[src/rtl/clksel_pkg.sv]
`default_nettype none
// ============================================================================
// Module      : clksel_pkg
// Description : Shared types for the CPU clock-switch initiator.
//               - state_t : handshake FSM encoding (also exported on state_o)
//               - div_t   : CPU clock divider codes
//               - hs_settled / ls_settled : "controller has finished switching"
// Revision    : 1.0 - initial release
// ============================================================================
package clksel_pkg;

    typedef enum logic [1:0] {
        LS_RUN = 2'b00,
        TO_HS  = 2'b01,
        HS_RUN = 2'b10,
        TO_LS  = 2'b11
    } state_t;

    typedef enum logic [1:0] {
        DIV1 = 2'b00,
        DIV2 = 2'b01,
        DIV4 = 2'b10,
        DIV8 = 2'b11
    } div_t;

    // A switch is only complete when exactly one status is asserted; both
    // high (or a glitch on one) means the controller is still mid-switch.
    function automatic logic hs_settled(input logic hs, input logic ls);
        return hs & ~ls;
    endfunction

    function automatic logic ls_settled(input logic hs, input logic ls);
        return ls & ~hs;
    endfunction

endpackage
`default_nettype wire

[src/rtl/clksel_sequencer_sync.sv]
`default_nettype none
// ============================================================================
// Module      : sync_ff
// Description : Single-bit multi-flop synchroniser, cleared by reset.
// Ports       : clk  - destination clock
//               rst  - synchronous active-high reset
//               i_d  - asynchronous input
//               o_q  - synchronised output (STAGES flops later)
// Revision    : 1.0 - initial release
// ============================================================================
module sync_ff #(
    parameter int STAGES = 2
) (
    input  logic clk,
    input  logic rst,
    input  logic i_d,
    output logic o_q
);

    logic [STAGES-1:0] r_sync;

    always_ff @(posedge clk) begin
        if (rst) begin
            r_sync <= '0;
        end else begin
            r_sync <= {r_sync[STAGES-2:0], i_d};
        end
    end

    assign o_q = r_sync[STAGES-1];

endmodule
`default_nettype wire

[src/rtl/clksel_sequencer.sv]
`default_nettype none
// ============================================================================
// Module      : clksel_sequencer
// Description : Initiator side of the CPU clock-switch handshake. Turns
//               per-bus-cycle decode strobes into hsclk_sel requests, tracks
//               the synchronised controller status and stalls the CPU (rdy=0)
//               until each requested switch has completed. Divider writes are
//               applied directly in LS_RUN or deferred to the next LS entry.
// Ports       : hsclk_in          - block clock
//               rst               - synchronous active-high reset
//               req_valid/req_hs  - decode strobe and fast/slow result
//               div_sel_in/_wr    - divider value and write strobe
//               hsclk_selected_in - async controller status (HS active)
//               lsclk_selected_in - async controller status (LS active)
//               err_clr           - clears switch_err
//               hsclk_sel         - HS clock request (registered)
//               cpuclk_div_sel    - divider select (registered)
//               rdy               - CPU ready, 0 = stall (registered)
//               switch_err        - sticky switch timeout flag
//               state_o           - FSM state for debug
// Revision    : 1.0 - initial release
// ============================================================================
module clksel_sequencer
    import clksel_pkg::*;
#(
    parameter int         SYNC_STAGES = 2,
    parameter int         TIMEOUT     = 4000,
    parameter int         TIMEOUT_W   = 12,
    parameter int         LS_MIN      = 8,
    parameter logic [1:0] DIV_RESET   = DIV8
) (
    input  logic       hsclk_in,
    input  logic       rst,
    input  logic       req_valid,
    input  logic       req_hs,
    input  logic [1:0] div_sel_in,
    input  logic       div_sel_wr,
    input  logic       hsclk_selected_in,
    input  logic       lsclk_selected_in,
    input  logic       err_clr,
    output logic       hsclk_sel,
    output logic [1:0] cpuclk_div_sel,
    output logic       rdy,
    output logic       switch_err,
    output logic [1:0] state_o
);

    // +2 keeps the dwell counter at least one bit wide even for LS_MIN=0
    localparam int DW_W = $clog2(LS_MIN + 2);

    localparam logic [TIMEOUT_W-1:0] c_TMR_ONE  = TIMEOUT_W'(1);
    localparam logic [TIMEOUT_W-1:0] c_TMR_LAST = TIMEOUT_W'(TIMEOUT - 1);
    localparam logic [DW_W-1:0]      c_DW_ONE   = DW_W'(1);
    localparam logic [DW_W-1:0]      c_DW_LOAD  = DW_W'(LS_MIN);

    // ------------------------------------------------------------------
    // Status synchronisers
    // ------------------------------------------------------------------
    logic w_hs_s;
    logic w_ls_s;

    sync_ff #(.STAGES(SYNC_STAGES)) u_sync_hs (
        .clk (hsclk_in),
        .rst (rst),
        .i_d (hsclk_selected_in),
        .o_q (w_hs_s)
    );

    sync_ff #(.STAGES(SYNC_STAGES)) u_sync_ls (
        .clk (hsclk_in),
        .rst (rst),
        .i_d (lsclk_selected_in),
        .o_q (w_ls_s)
    );

    // ------------------------------------------------------------------
    // State and datapath registers
    // ------------------------------------------------------------------
    state_t               r_state,        w_state_nxt;
    logic                 r_hsclk_sel,    w_hsclk_sel_nxt;
    logic                 r_rdy,          w_rdy_nxt;
    logic [1:0]           r_div,          w_div_nxt;
    logic                 r_err,          w_err_nxt;
    logic [TIMEOUT_W-1:0] r_timer,        w_timer_nxt;
    logic [DW_W-1:0]      r_dwell,        w_dwell_nxt;
    logic                 r_pend_hs,      w_pend_hs_nxt;
    logic [1:0]           r_div_pend,     w_div_pend_nxt;
    logic                 r_div_pend_vld, w_div_pend_vld_nxt;

    // Strobes are only honoured while the CPU is running; a stalled CPU
    // cannot issue a real bus cycle.
    logic w_req_hs;
    logic w_req_ls;
    logic w_tmo;

    assign w_req_hs = req_valid &  req_hs & r_rdy;
    assign w_req_ls = req_valid & ~req_hs & r_rdy;
    assign w_tmo    = (r_timer == c_TMR_LAST);

    always_ff @(posedge hsclk_in) begin
        if (rst) begin
            r_state        <= LS_RUN;
            r_hsclk_sel    <= 1'b0;
            r_rdy          <= 1'b1;
            r_div          <= DIV_RESET;
            r_err          <= 1'b0;
            r_timer        <= '0;
            r_dwell        <= '0;
            r_pend_hs      <= 1'b0;
            r_div_pend     <= '0;
            r_div_pend_vld <= 1'b0;
        end else begin
            r_state        <= w_state_nxt;
            r_hsclk_sel    <= w_hsclk_sel_nxt;
            r_rdy          <= w_rdy_nxt;
            r_div          <= w_div_nxt;
            r_err          <= w_err_nxt;
            r_timer        <= w_timer_nxt;
            r_dwell        <= w_dwell_nxt;
            r_pend_hs      <= w_pend_hs_nxt;
            r_div_pend     <= w_div_pend_nxt;
            r_div_pend_vld <= w_div_pend_vld_nxt;
        end
    end

    always_comb begin
        w_state_nxt        = r_state;
        w_hsclk_sel_nxt    = r_hsclk_sel;
        w_rdy_nxt          = r_rdy;
        w_div_nxt          = r_div;
        w_err_nxt          = r_err & ~err_clr;
        w_timer_nxt        = r_timer;
        w_dwell_nxt        = (r_dwell != '0) ? (r_dwell - c_DW_ONE) : r_dwell;
        w_pend_hs_nxt      = r_pend_hs;
        w_div_pend_nxt     = r_div_pend;
        w_div_pend_vld_nxt = r_div_pend_vld;

        // The divider may only change while the CPU runs on the slow clock
        // with no switch queued; otherwise park the value (last write wins).
        if (div_sel_wr) begin
            if ((r_state == LS_RUN) && !r_pend_hs) begin
                w_div_nxt = div_sel_in;
            end else begin
                w_div_pend_nxt     = div_sel_in;
                w_div_pend_vld_nxt = 1'b1;
            end
        end

        case (r_state)
            LS_RUN: begin
                if (w_req_hs) begin
                    if (r_dwell == '0) begin
                        w_state_nxt     = TO_HS;
                        w_hsclk_sel_nxt = 1'b1;
                        w_rdy_nxt       = 1'b0;
                        w_timer_nxt     = '0;
                    end else begin
                        w_pend_hs_nxt = 1'b1;
                        w_rdy_nxt     = 1'b0;
                    end
                end else if (r_pend_hs && (r_dwell <= c_DW_ONE)) begin
                    // Dwell reaches zero on this edge: launch the queued switch
                    w_state_nxt     = TO_HS;
                    w_hsclk_sel_nxt = 1'b1;
                    w_rdy_nxt       = 1'b0;
                    w_timer_nxt     = '0;
                    w_pend_hs_nxt   = 1'b0;
                end
            end

            TO_HS: begin
                w_timer_nxt = r_timer + c_TMR_ONE;
                if (hs_settled(w_hs_s, w_ls_s)) begin
                    w_state_nxt = HS_RUN;
                    w_rdy_nxt   = 1'b1;
                end else if (w_tmo) begin
                    // Controller never confirmed HS: fall back to the safe clock
                    w_err_nxt       = 1'b1;
                    w_hsclk_sel_nxt = 1'b0;
                    w_timer_nxt     = '0;
                    w_state_nxt     = TO_LS;
                end
            end

            HS_RUN: begin
                if (w_req_ls) begin
                    w_state_nxt     = TO_LS;
                    w_hsclk_sel_nxt = 1'b0;
                    w_rdy_nxt       = 1'b0;
                    w_timer_nxt     = '0;
                end
            end

            TO_LS: begin
                w_timer_nxt = r_timer + c_TMR_ONE;
                if (ls_settled(w_hs_s, w_ls_s)) begin
                    w_state_nxt        = LS_RUN;
                    w_rdy_nxt          = 1'b1;
                    w_dwell_nxt        = c_DW_LOAD;
                    w_div_pend_vld_nxt = 1'b0;
                    // A write arriving on the entry edge is newer than div_pend
                    if (div_sel_wr) begin
                        w_div_nxt = div_sel_in;
                    end else if (r_div_pend_vld) begin
                        w_div_nxt = r_div_pend;
                    end
                end else if (w_tmo) begin
                    // LS is the only safe clock, so keep waiting and flag it
                    w_err_nxt   = 1'b1;
                    w_timer_nxt = '0;
                end
            end

            default: begin
                w_state_nxt = LS_RUN;
            end
        endcase
    end

    assign hsclk_sel      = r_hsclk_sel;
    assign cpuclk_div_sel = r_div;
    assign rdy            = r_rdy;
    assign switch_err     = r_err;
    assign state_o        = r_state;

endmodule
`default_nettype wire

[config.mk]
export PLATFORM = sky130hd
export DESIGN_NAME = clksel_sequencer
export DESIGN_NICKNAME = d
export VERILOG_FILES = /design/src/rtl/clksel_pkg.sv /design/src/rtl/clksel_sequencer_sync.sv /design/src/rtl/clksel_sequencer.sv
export SDC_FILE = /design/constraint.sdc
export NUM_CORES = 1
export LEC_CHECK = 0
export BUFFER_PORTS_ARGS = -buffer_cell sky130_fd_sc_hd__buf_2
export CAP_MARGIN = 30
export CORE_MARGIN = 8
export CORE_UTILIZATION = 61
export CTS_BUF_LIST = sky130_fd_sc_hd__clkbuf_8
export CTS_CLUSTER_SIZE = 20
export DETAILED_ROUTE_END_ITERATION = 10
export GPL_TIMING_DRIVEN = 0
export PLACE_DENSITY = 0.91
export SETUP_SLACK_MARGIN = 0.1
export SLEW_MARGIN = 25
export SYNTH_ARGS = -nofsm -noshare
export SYNTH_HDL_FRONTEND = slang
export SYNTH_HIERARCHICAL = 1
export SYNTH_SLANG_ARGS = --single-unit
[constraint.sdc]
create_clock -name hsclk_in -period 2.5 [get_ports hsclk_in]
set_clock_uncertainty 0.05 [all_clocks]
set_input_delay 0.125 -clock hsclk_in [delete_from_list [all_inputs] [get_ports hsclk_in]]
set_output_delay 0.125 -clock hsclk_in [all_outputs]
set_load 0.01 [all_outputs]
==> flow_summary_export.csv, run 1 <==
group,metric,value,unit
power,p_per_area,1066,mW/mm^2
final_layout,drive_gt1_share,18.78,%
critical_path,crit_family,"compound AO/OA/AOI/OAI gates",
final_layout,seqCellArea,620.6,um^2
drt,antenna_left,0,
yosys,synthMuxAreaShare,1.854,%
critical_path,crit_fanout,7,
clock_tree,ctsRootBufferMaster,"clkbuf_8",
yosys,synth-adder-area-share,6.419,%
critical_path,cpPeakStageDelay,340,ps
final_layout,antenna_cells,0,
final_layout,final.fill_count,195,
global_route,grt_max_degree,11,
power,design_power_total,2072,uW
yosys,synthesis.nets,211,
final_layout,mostFrequentLayoutCells,"dfxtp_1, nand2_1, nor2_1, buf_2, a21oi_1",
outcome,outcome,"completed",
yosys,synthXorXnorAreaFrac,0.4993,%
yosys,synth-seq-area-share,35.38,%
job,cap_viol_max_count,0,
yosys,ys_async_sr_fraction,0,%
clock_tree,cts.clk_slew.worst_paths,60,ps
critical_path,worstReg2RegEnd,"r_timer[3]$_SDFFE_PP0P_",
drt,num_vias,1579,
global_route,grt_pass1_wl,6920,um
yosys,synth_compound_area_share,27.82,%
die,fp.dieArea,0.004848,mm^2
critical_path,cp.required,2620,ps
final_layout,synthToLayoutAreaGrowth,10.77,%
min_path,hp-class,"input port to register",
drt,drt_iter0_markers,150,
drt,topRoutingLayerUsed,"met4",
clock_tree,clockBufferDepth,2,
yosys,synth_seq_cells,31,
die,ios,17,
clock_tree,htreeDepth,2,
drt,wl_per_cell,16.32,um
critical_path,arrival,2330,ps
drt,drt-met1-wl,1718,um
timing,final.setup.tns,0,ps
place,place_inst,238,
yosys,synthFlopType,"dfxtp_1",
place,gp_congestion,0.8505,
critical_path,rr_startpoint,"r_dwell[0]$_SDFF_PP0_",
timing,hold_viol,0,
critical_path,path_depth,8,
place,dp_hpwl,2761,um
critical_path,reg2reg_slack,280,ps
critical_path,crit_buf_inv,2,
place,pre_cts_ws,245.5,ps
critical_path,cp_slowest_cell,"dfxtp_1",
timing,tightest_slew,545.2,ps
yosys,synthSimpleGateAreaFrac,25.18,%
yosys,synth-edff-count,0,
timing,post-route-period-util,88.60,%
timing,rsz0062_at_grt,"false",
global_route,grt_pass1_vias,1591,
timing,maxSlewHeadroom,63.65,%
global_route,grt_overflow,0,
final_layout,nNetsFinal,233,
power,ir_drop,0.001076,V
power,p_leak,0.0008091,uW
drt,met2WireLength,1981,um
drt,vias_per_cell,6.471,
clock_tree,cts_buffers,5,
final_layout,layout.cells.non_filler,244,
timing,fmax,0.4515,GHz
yosys,synth_top_family_by_area,"compound AO/OA/AOI/OAI gates",
clock_tree,cts_tree,"yes",
final_layout,multi_input_area,0.001086,mm^2
yosys,synth_cells,192,
critical_path,end_kind,"register",
drt,drc,0,
yosys,syn_area,0.001754,mm^2
timing,final.min_clock_period,2215,ps
drt,wl,3983,um
global_route,grt_use_total,16.67,%
min_path,worst_hold_path.endpoint,"u_sync_hs/r_sync[0]$_SDFF_PP0_",
drt,drtPass1Iterations,5,
timing,finalSetupViolations,0,
die,start_util,64.16,%
die,die_y,69.63,um
drt,wl_met3,211,um
min_path,min_path_cells,2,
die,die_x,69.63,um
clock_tree,clk_latency,280,ps
min_path,min-delay-start,"hsclk_selected_in",
clock_tree,cts_setup_buffers,0,
critical_path,worst_r2r_path_depth,8,
timing,final-max-slew-violation-count,0,
critical_path,worstSetupPathType,"register to register",
timing,setup_ws,285.0,ps
die,num_rows,19,
place,io_buffer_count,15,
yosys,yosys_warnings,6,
yosys,ys_types,56,
global_route,grt_antenna_before_repair,0,
critical_path,worstPathCellList,"inv_1, ha_1, or3b_1, buf_2, a21oi_2, o31a_2, nor2_2, a221o_1",
critical_path,cp-start-kind,"register",
clock_tree,clock-sinks,31,
yosys,avgSynthCellArea,9.136,um^2
timing,hold-worst-slack,8.634,ps
final_layout,final_common_cell,"dfxtp_1",
die,fp.coreArea,0.002734,mm^2
clock_tree,postCtsHoldBufs,0,
[how the worst max path moves through the flow]
stage,from,to,slack (ps)
detailed placement,r_dwell[0]$_SDFF_PP0_,r_timer[3]$_SDFFE_PP0P_,250
floorplan,r_dwell[0]$_SDFF_PP0_,r_timer[7]$_SDFFE_PP0P_,480
finish,r_dwell[0]$_SDFF_PP0_,r_timer[3]$_SDFFE_PP0P_,280
global route,r_dwell[0]$_SDFF_PP0_,r_timer[7]$_SDFFE_PP0P_,140
CTS,r_dwell[0]$_SDFF_PP0_,r_timer[3]$_SDFFE_PP0P_,240
global placement,r_dwell[0]$_SDFF_PP0_,r_timer[3]$_SDFFE_PP0P_,320
[state kept, by name (all words and copies together), names as in the netlist]
name,flops
r_div_pend,2
state_o,2
r_pend_hs,1
rdy,1
hsclk_sel,1
u_sync_hs/r_sync,2
r_dwell,4
switch_err,1
r_div_pend_vld,1
u_sync_ls/r_sync,2
r_timer,12
cpuclk_div_sel,2
[through the flow]
stage / cell area (um^2) / utilization [%]
2_1_floorplan: 1754 / -
3_3_place_gp: 1868 / 68.33
3_5_place_dp: 1868 / 68.33
4_1_cts: 1941 / 70.98
5_1_grt: 1943 / 71.08
6_report: 1943 / 71.08
[layout make-up]
type                       count  area share (%)
multi-input combinational    150           55.89
sequential                    31           31.94
timing repair buffer          15           3.863
clock buffer                   5           3.542
tap                           31           1.996
inverter                       7           1.352
buffer                         4           1.223
clock inverter                 1          0.1932
[synth_stat cells, drive strengths merged, types with 2 or more instances]
cell type	count	area share [%]
dfxtp	31	35
nand2	18	3.9
nor2	18	4.3
a21oi	15	4.7
ha	9	6.4
nor3	9	2.6
inv	7	1.5
a22o	6	3.0
and3	6	2.1
nor2b	6	2.1
a221o	5	2.9
nand3	5	1.4
o21ai	5	1.4
nand4	4	2.1
and2b	3	1.5
buf	3	1.1
o211ai	3	1.3
o31ai	3	2.1
o41ai	3	3.6
and2	2	0.71
and4	2	1.0
mux2	2	1.3
nor3b	2	0.86
o221ai	2	1.0
o22ai	2	0.71
or3b	2	1.1
[kinds of logic (layout without fill, tap and decap cells)]
kind of cell | count (synthesis) | count (layout)
simple gates | 81 | 81
fa+ha+maj | 9 | 9
flops | 31 | 31
buf+inv | 11 | 32
mux | 3 | 3
compound gates | 56 | 56
xor+xnor | 1 | 1
[where the power goes]
part           leakage [uW]  total (uW)  switching (uW)  internal, uW
Clock             0.0000413         357             176           181
Combinational      0.000515        1050             624           426
Sequential         0.000253         665            78.1           587
[per-layer routing]
| metal | vias to the layer above | GRT usage, % |
|---|---|---|
| met2 | 59 | 27.66 |
| met5 | - | 0 |
| met4 | 0 | 9.152 |
| li1 | 769 | - |
| met3 | 12 | 4.292 |
| met1 | 739 | 18.95 |
[repair_timing]
item,4_1_cts,5_1_grt
endpoints found under the hold margin,0,0
endpoints found under the setup margin,0,7
resized for setup,0,1
Note: power is estimated with default switching activity, not from simulation.
==> run 2: changes to the inputs <==
--- a/config.mk
+++ b/config.mk
@@ -12,8 +12,9 @@
 export CTS_BUF_LIST = sky130_fd_sc_hd__clkbuf_8
 export CTS_CLUSTER_SIZE = 20
 export DETAILED_ROUTE_END_ITERATION = 10
+export GPL_ROUTABILITY_DRIVEN = 1
 export GPL_TIMING_DRIVEN = 0
-export PLACE_DENSITY = 0.91
+export PLACE_DENSITY = 0.94
 export SETUP_SLACK_MARGIN = 0.1
 export SLEW_MARGIN = 25
 export SYNTH_ARGS = -nofsm -noshare
==> constraint.sdc (replaced) <==
create_clock -name hsclk_in -period 2.5 [get_ports hsclk_in]
set_clock_uncertainty 0.05 [all_clocks]
set_input_delay 0.125 -clock hsclk_in [delete_from_list [all_inputs] [get_ports hsclk_in]]
set_output_delay 0.125 -clock hsclk_in [all_outputs]
set_load 0.05 [all_outputs]
==> run 2 against run 1 <==
Net effect:
- highest routed layer unchanged
- critical endpoint is now r_timer[10]$_SDFFE_PP0P_
- setup slack worse by 30 ps
- design area is 0.52% higher
- first-iteration DRC count is 7.3% lower
- clock power hardly changed
- global-route usage is 0.073 points lower
- routed wire length is 3.9% higher
- die area stayed put
- sequential share of layout area is 0.16 points lower
- cell count is 0.41% higher
- sequential power hardly changed
- combinational power is 9.5% higher
- hold slack better by 12 ps
- largest cell class unchanged
==> flow_summary_export.csv, run 2 (synthesized netlist as in run 1, its figures left out) <==
group,metric,value,unit
drt,wl,4139,um
clock_tree,ctsRootBufferMaster,"clkbuf_8",
drt,num_vias,1562,
place,dp_hpwl,2818,um
timing,rsz0062_at_grt,"false",
critical_path,cpPeakStageDelay,480,ps
clock_tree,cts_tree,"yes",
min_path,worst_hold_path.endpoint,"u_sync_ls/r_sync[0]$_SDFF_PP0_",
final_layout,reg_top3,"r_timer: 12 flops, r_dwell: 4 flops",
clock_tree,cts_buffers,5,
final_layout,regMostFlops,"r_timer",
die,die_y,69.63,um
power,p_switching,976.3,uW
critical_path,cp.required,2620,ps
min_path,hp-class,"input port to register",
outcome,outcome,"completed",
power,power_frac_comb,52.8,%
power,design_power_total,2170,uW
global_route,grt_pass1_wl,6630,um
die,start_util,64.16,%
timing,maxSlewHeadroom,63.14,%
drt,antenna_left,0,
final_layout,mostFrequentLayoutCells,"dfxtp_1, nand2_1, nor2_1, buf_2, a21oi_1",
place,place_area,0.001868,mm^2
critical_path,startpoint,"r_dwell[0]$_SDFF_PP0_",
drt,drtPass1Iterations,4,
critical_path,crit_buf_inv,2,
critical_path,rr_startpoint,"r_dwell[0]$_SDFF_PP0_",
power,seqPwrFrac,30.6,%
critical_path,worstReg2RegEnd,"r_timer[10]$_SDFFE_PP0P_",
critical_path,worstPathCellList,"inv_1, ha_1, or3b_1, buf_2, a21oi_2, o31ai_4, nor2_4, a221o_1",
global_route,grt_overflow,0,
power,switching_share,44.99,%
clock_tree,clock-sinks,31,
power,p_per_area,1111,mW/mm^2
final_layout,seqCellArea,620.6,um^2
timing,final.setup.tns,0,ps
critical_path,end_kind,"register",
die,num_rows,19,
clock_tree,clk_latency,290,ps
min_path,min-delay-start,"rst",
drt,drt_iter0_markers,139,
drt,drc,0,
final_layout,final_common_cell,"dfxtp_1",
global_route,grt_antenna_before_repair,0,
final_layout,final.fill_count,207,
die,die_x,69.63,um
timing,fmax,0.4454,GHz
timing,hold_viol,0,
clock_tree,htreeDepth,2,
timing,post-route-period-util,89.82,%
timing,final-max-slew-violation-count,0,
die,ios,17,
critical_path,cp-start-kind,"register",
global_route,grt_use_total,16.59,%
final_layout,synthToLayoutAreaGrowth,11.34,%
final_layout,antenna_cells,0,
power,p_leak,0.0008133,uW
drt,wl_per_cell,16.89,um
drt,vias_per_cell,6.376,
clock_tree,cts.clk_slew.worst_paths,60,ps
place,io_buffer_count,15,
job,cap_viol_max_count,0,
global_route,grt_max_degree,11,
min_path,min_path_cells,2,
critical_path,crit_fanout,10,
final_layout,nNetsFinal,234,
critical_path,worstSetupPathType,"register to register",
critical_path,cp_slowest_cell,"o31ai_4",
timing,finalSetupViolations,0,
power,ir_drop,0.001139,V
place,place_inst,238,
final_layout,layout.cells.non_filler,245,
critical_path,worst_r2r_path_depth,8,
global_route,grt_pass1_vias,1464,
timing,final.min_clock_period,2245,ps
die,fp.dieArea,0.004848,mm^2
final_layout,largest_reg_flops,12,
place,gp_congestion,0.8708,
critical_path,crit_family,"compound AO/OA/AOI/OAI gates",
final_layout,drive_gt1_share,18.69,%
clock_tree,cts_setup_buffers,0,
die,fp.coreArea,0.002734,mm^2
critical_path,reg2reg_slack,250,ps
final_layout,multi_input_area,0.001086,mm^2
power,p_int,1194,uW
final_layout,finalInstanceArea,0.001953,mm^2
timing,tightest_slew,553.0,ps
clock_tree,clockBufferDepth,2,
critical_path,arrival,2370,ps
power,p_clk_share,16.6,%
final_layout,fin_util,71.44,%
[run 2: final cells by class]
type | count | share of cell area (%)
multi-input combinational | 150 | 55.61
sequential | 31 | 31.77
timing repair buffer | 16 | 4.356
clock buffer | 5 | 3.523
tap | 31 | 1.986
inverter | 7 | 1.345
buffer | 4 | 1.217
clock inverter | 1 | 0.1922
[run 2: worst max-delay path by stage]
stage / end / slack, ps / cells after the start
after global placement: r_timer[10]$_SDFFE_PP0P_ / 270 / 8
after detailed placement: r_timer[10]$_SDFFE_PP0P_ / 210 / 8
after CTS: r_timer[10]$_SDFFE_PP0P_ / 200 / 8
final: r_timer[10]$_SDFFE_PP0P_ / 250 / 8
after floorplan: r_timer[7]$_SDFFE_PP0P_ / 300 / 6
after global routing: r_timer[10]$_SDFFE_PP0P_ / 160 / 8
[run 2: metal layers]
metal | part of all wire (%) | GRT usage [%] | up-vias
met5 | 0 | 0 | -
li1 | - | - | 760
met1 | 44 | 18.52 | 738
met2 | 48 | 28.07 | 53
met3 | 5.4 | 5.579 | 11
met4 | 2.3 | 6.920 | 0
[run 2: repair_timing]
item                       in CTS  in global routing
setup endpoints to repair       0                  7
hold buffers                    1                  0
hold endpoints to repair        1                  0
resized for setup               0                  1
[run 2: power groups by stage]
| stage | Sequential (uW) | Combinational (uW) | Clock (uW) |
|---|---|---|---|
| floorplan | 783 | 782 | 0 |
| global placement | 669 | 1080 | 0 |
| detailed placement | 673 | 1120 | 0 |
| CTS | 661 | 1130 | 362 |
| global route | 679 | 1250 | 374 |
| finish | 663 | 1150 | 360 |
[run 2: stage by stage]
stage | setup WS [ps] | hold slack (ps)
floorplan | 301.4 | 146.6
global placement | 270.8 | 291.7
detailed placement | 211.4 | 292.5
CTS | 199.8 | 15.10
global route | 162.3 | 18.59
finish | 254.6 | 20.42
==> run 3: changes to the inputs <==
--- a/config.mk
+++ b/config.mk
@@ -19,5 +19,4 @@
 export SLEW_MARGIN = 25
 export SYNTH_ARGS = -nofsm -noshare
 export SYNTH_HDL_FRONTEND = slang
-export SYNTH_HIERARCHICAL = 1
 export SYNTH_SLANG_ARGS = --single-unit
==> run 3 against run 2 <==
Net effect:
- combinational power decreased by 26%
- power decreased by 13%
- setup slack got worse by 1.7 ps
- routed wire length decreased by 14%
- highest routed layer unchanged
- clock-buffer cell count increased by 1
==> flow_summary_export.csv, run 3 <==
group,metric,value,unit
clock_tree,htreeDepth,2,
timing,rsz0062_at_grt,"false",
final_layout,finalInstanceArea,0.001934,mm^2
yosys,synthesis.nets,214,
final_layout,regMostFlops,"r_timer",
final_layout,final_common_cell,"dfxtp_1",
die,num_rows,19,
place,io_buffer_count,15,
timing,final.setup.tns,0,ps
timing,finalSetupViolations,0,
die,fp.coreArea,0.002710,mm^2
yosys,synth_cells,195,
yosys,yosys_warnings,0,
critical_path,cpPeakStageDelay,360,ps
yosys,synth_most_common_cell,"dfxtp_1",
critical_path,cp.required,2640,ps
yosys,ys_async_sr_fraction,0,%
yosys,synth_common_cells,"dfxtp_1, nor2_1, a21oi_1",
place,dp_hpwl,2596,um
yosys,avgSynthCellArea,8.823,um^2
timing,post-route-period-util,89.88,%
final_layout,seqCellArea,620.6,um^2
power,p_leak,0.0008078,uW
final_layout,drive_gt1_share,17.43,%
global_route,grt_antenna_before_repair,0,
clock_tree,clk_latency,290,ps
clock_tree,cts_tree,"yes",
global_route,grt_overflow,0,
final_layout,final.fill_count,214,
clock_tree,clockBufferDepth,2,
final_layout,multi_input_area,0.001037,mm^2
final_layout,largest_reg_flops,12,
min_path,hp-class,"input port to register",
yosys,synth_top_family_by_area,"simple AND/OR/NAND/NOR gates",
die,fp.dieArea,0.004776,mm^2
yosys,ys_types,51,
power,p_per_area,972.1,mW/mm^2
final_layout,mostFrequentLayoutCells,"dfxtp_1, nor2_1, a21oi_1, buf_2",
final_layout,nNetsFinal,237,
timing,hold_viol,0,
timing,hold-worst-slack,7.204,ps
timing,maxSlewHeadroom,68.57,%
yosys,synthSimpleGateAreaFrac,26.11,%
critical_path,cp-start-kind,"register",
yosys,yosysTopAreaCell,"dfxtp_1",
die,start_util,63.48,%
timing,final-max-slew-violation-count,0,
die,die_y,69.11,um
outcome,outcome,"completed",
power,ir_drop,0.0007987,V
yosys,synth-seq-area-share,36.07,%
critical_path,arrival,2390,ps
job,cap_viol_max_count,0,
clock_tree,clock-sinks,31,
critical_path,reg2reg_slack,250,ps
drt,vias_per_cell,6.116,
critical_path,crit_fanout,10,
clock_tree,ctsRootBufferMaster,"clkbuf_8",
yosys,synth-adder-area-share,6.545,%
yosys,synthMuxAreaShare,2.982,%
drt,wl_per_cell,14.27,um
global_route,grt_pass1_vias,1387,
drt,drtPass1Iterations,5,
yosys,synth_seq_cells,31,
clock_tree,cts_setup_buffers,0,
timing,fmax,0.4450,GHz
final_layout,fin_util,71.38,%
die,ios,17,
yosys,ys_top_cells_by_area,"dfxtp_1, ha_1, nor2_1, a21oi_1, nor2b_1",
drt,wl,3553,um
drt,antenna_left,0,
global_route,grt_use_total,14.94,%
global_route,grt_pass1_wl,6099,um
yosys,synth_top_area_share,36.07,%
yosys,synth-edff-count,0,
place,gp_congestion,0.7824,
place,place_area,0.001834,mm^2
drt,drc,0,
critical_path,worstPathCellList,"inv_1, ha_1, or3b_1, clkbuf_2, a21oi_1, o22a_2, buf_4, o31ai_1, o32ai_1",
critical_path,cp_slowest_cell,"or3b_1",
final_layout,reg_top3,"r_timer: 12 flops, r_dwell: 4 flops",
drt,drt_iter0_markers,112,
yosys,synth_compound_area_share,23.56,%
clock_tree,cts.clk_slew.worst_paths,70,ps
final_layout,synthToLayoutAreaGrowth,12.44,%
yosys,syn_area,0.001720,mm^2
clock_tree,cts_buffers,5,
die,die_x,69.11,um
yosys,synthXorXnorAreaFrac,1.018,%
yosys,synthFlopType,"dfxtp_1",
final_layout,antenna_cells,0,
timing,final.min_clock_period,2247,ps
drt,num_vias,1523,
timing,tightest_slew,471.5,ps
critical_path,worstSetupPathType,"register to register",
global_route,grt_max_degree,11,
critical_path,end_kind,"register",
run 3: changes by cell type in the layout (fill, tap and decap cells not counted), moves of 4 or more:
cell      change
and3_1        -4
nand2b_1      +5
o22ai_1       +4
nor2_1        +5
nand2_1       -9
nor3_1        -4
run 3: worst max-delay path: cells and delay by family (launching register included):
kind / cells / cell delay (ps)
compound gates: 4 / 780
fa+ha+maj: 1 / 180
buf+inv: 3 / 460
flops: 1 / 330
simple gates: 1 / 360
run 3: worst paths after layout:
check | start | depth (start not counted) | to
setup / recovery | r_dwell[1]$_SDFF_PP0_ | 9 | state_o[0]$_SDFFE_PP0P_
hold / removal | lsclk_selected_in | 2 | u_sync_ls.r_sync[0]$_SDFF_PP0_
setup reg to reg | r_dwell[1]$_SDFF_PP0_ | 9 | state_o[0]$_SDFFE_PP0P_
hold reg to reg | u_sync_ls.r_sync[0]$_SDFF_PP0_ | 1 | u_sync_ls.r_sync[1]$_SDFF_PP0_
run 3: logic make-up (layout without fill, tap and decap cells):
kind of cell | Yosys count | count (layout)
xor gates and xnor gates | 2 | 2
DFF | 31 | 31
muxes | 5 | 5
buffers and inverters | 14 | 37
adders and majority gates | 9 | 9
AOI/OAI and AO/OA | 53 | 53
and+or+nand+nor | 81 | 81
run 3: per-stage QoR:
stage / setup WS (ps) / total power [uW] / std cells
after global placement: 262.6 / 1446 / 241
after global routing: 108.8 / 2004 / 249
after CTS: 151.4 / 1878 / 249
final: 252.9 / 1880 / 249
after detailed placement: 187.8 / 1476 / 241
after floorplan: 344.4 / 1306 / 195
run 3: cell type report:
| cell class | instances | share of cell area [%] |
|---|---|---|
| Sequential cell | 31 | 32.08 |
| Timing Repair Buffer | 16 | 4.398 |
| Tap cell | 31 | 2.005 |
| Inverter | 7 | 1.358 |
| Multi-Input combinational cell | 150 | 53.62 |
| Buffer | 7 | 2.005 |
| Clock buffer | 6 | 4.269 |
| Clock inverter | 1 | 0.2587 |
run 3: routing by layer:
metal	vias up	track usage (%)	part of all wire, %
met4	0	6.834	1.7
met2	31	24.69	48
met5	-	0	0
met3	9	5.579	5.0
met1	718	16.54	46
li1	765	-	-
run 3: report_power, final:
part	total (uW)	switching, uW	internal, uW
clock network	397	181	216
registers	638	63.4	574
logic	846	513	334
run 3: timing repair:
action                                  CTS  global route
hold buffers                              1             0
gates resized for setup                   0             3
endpoints found under the hold margin     1             0
endpoints found under the setup margin    0            10
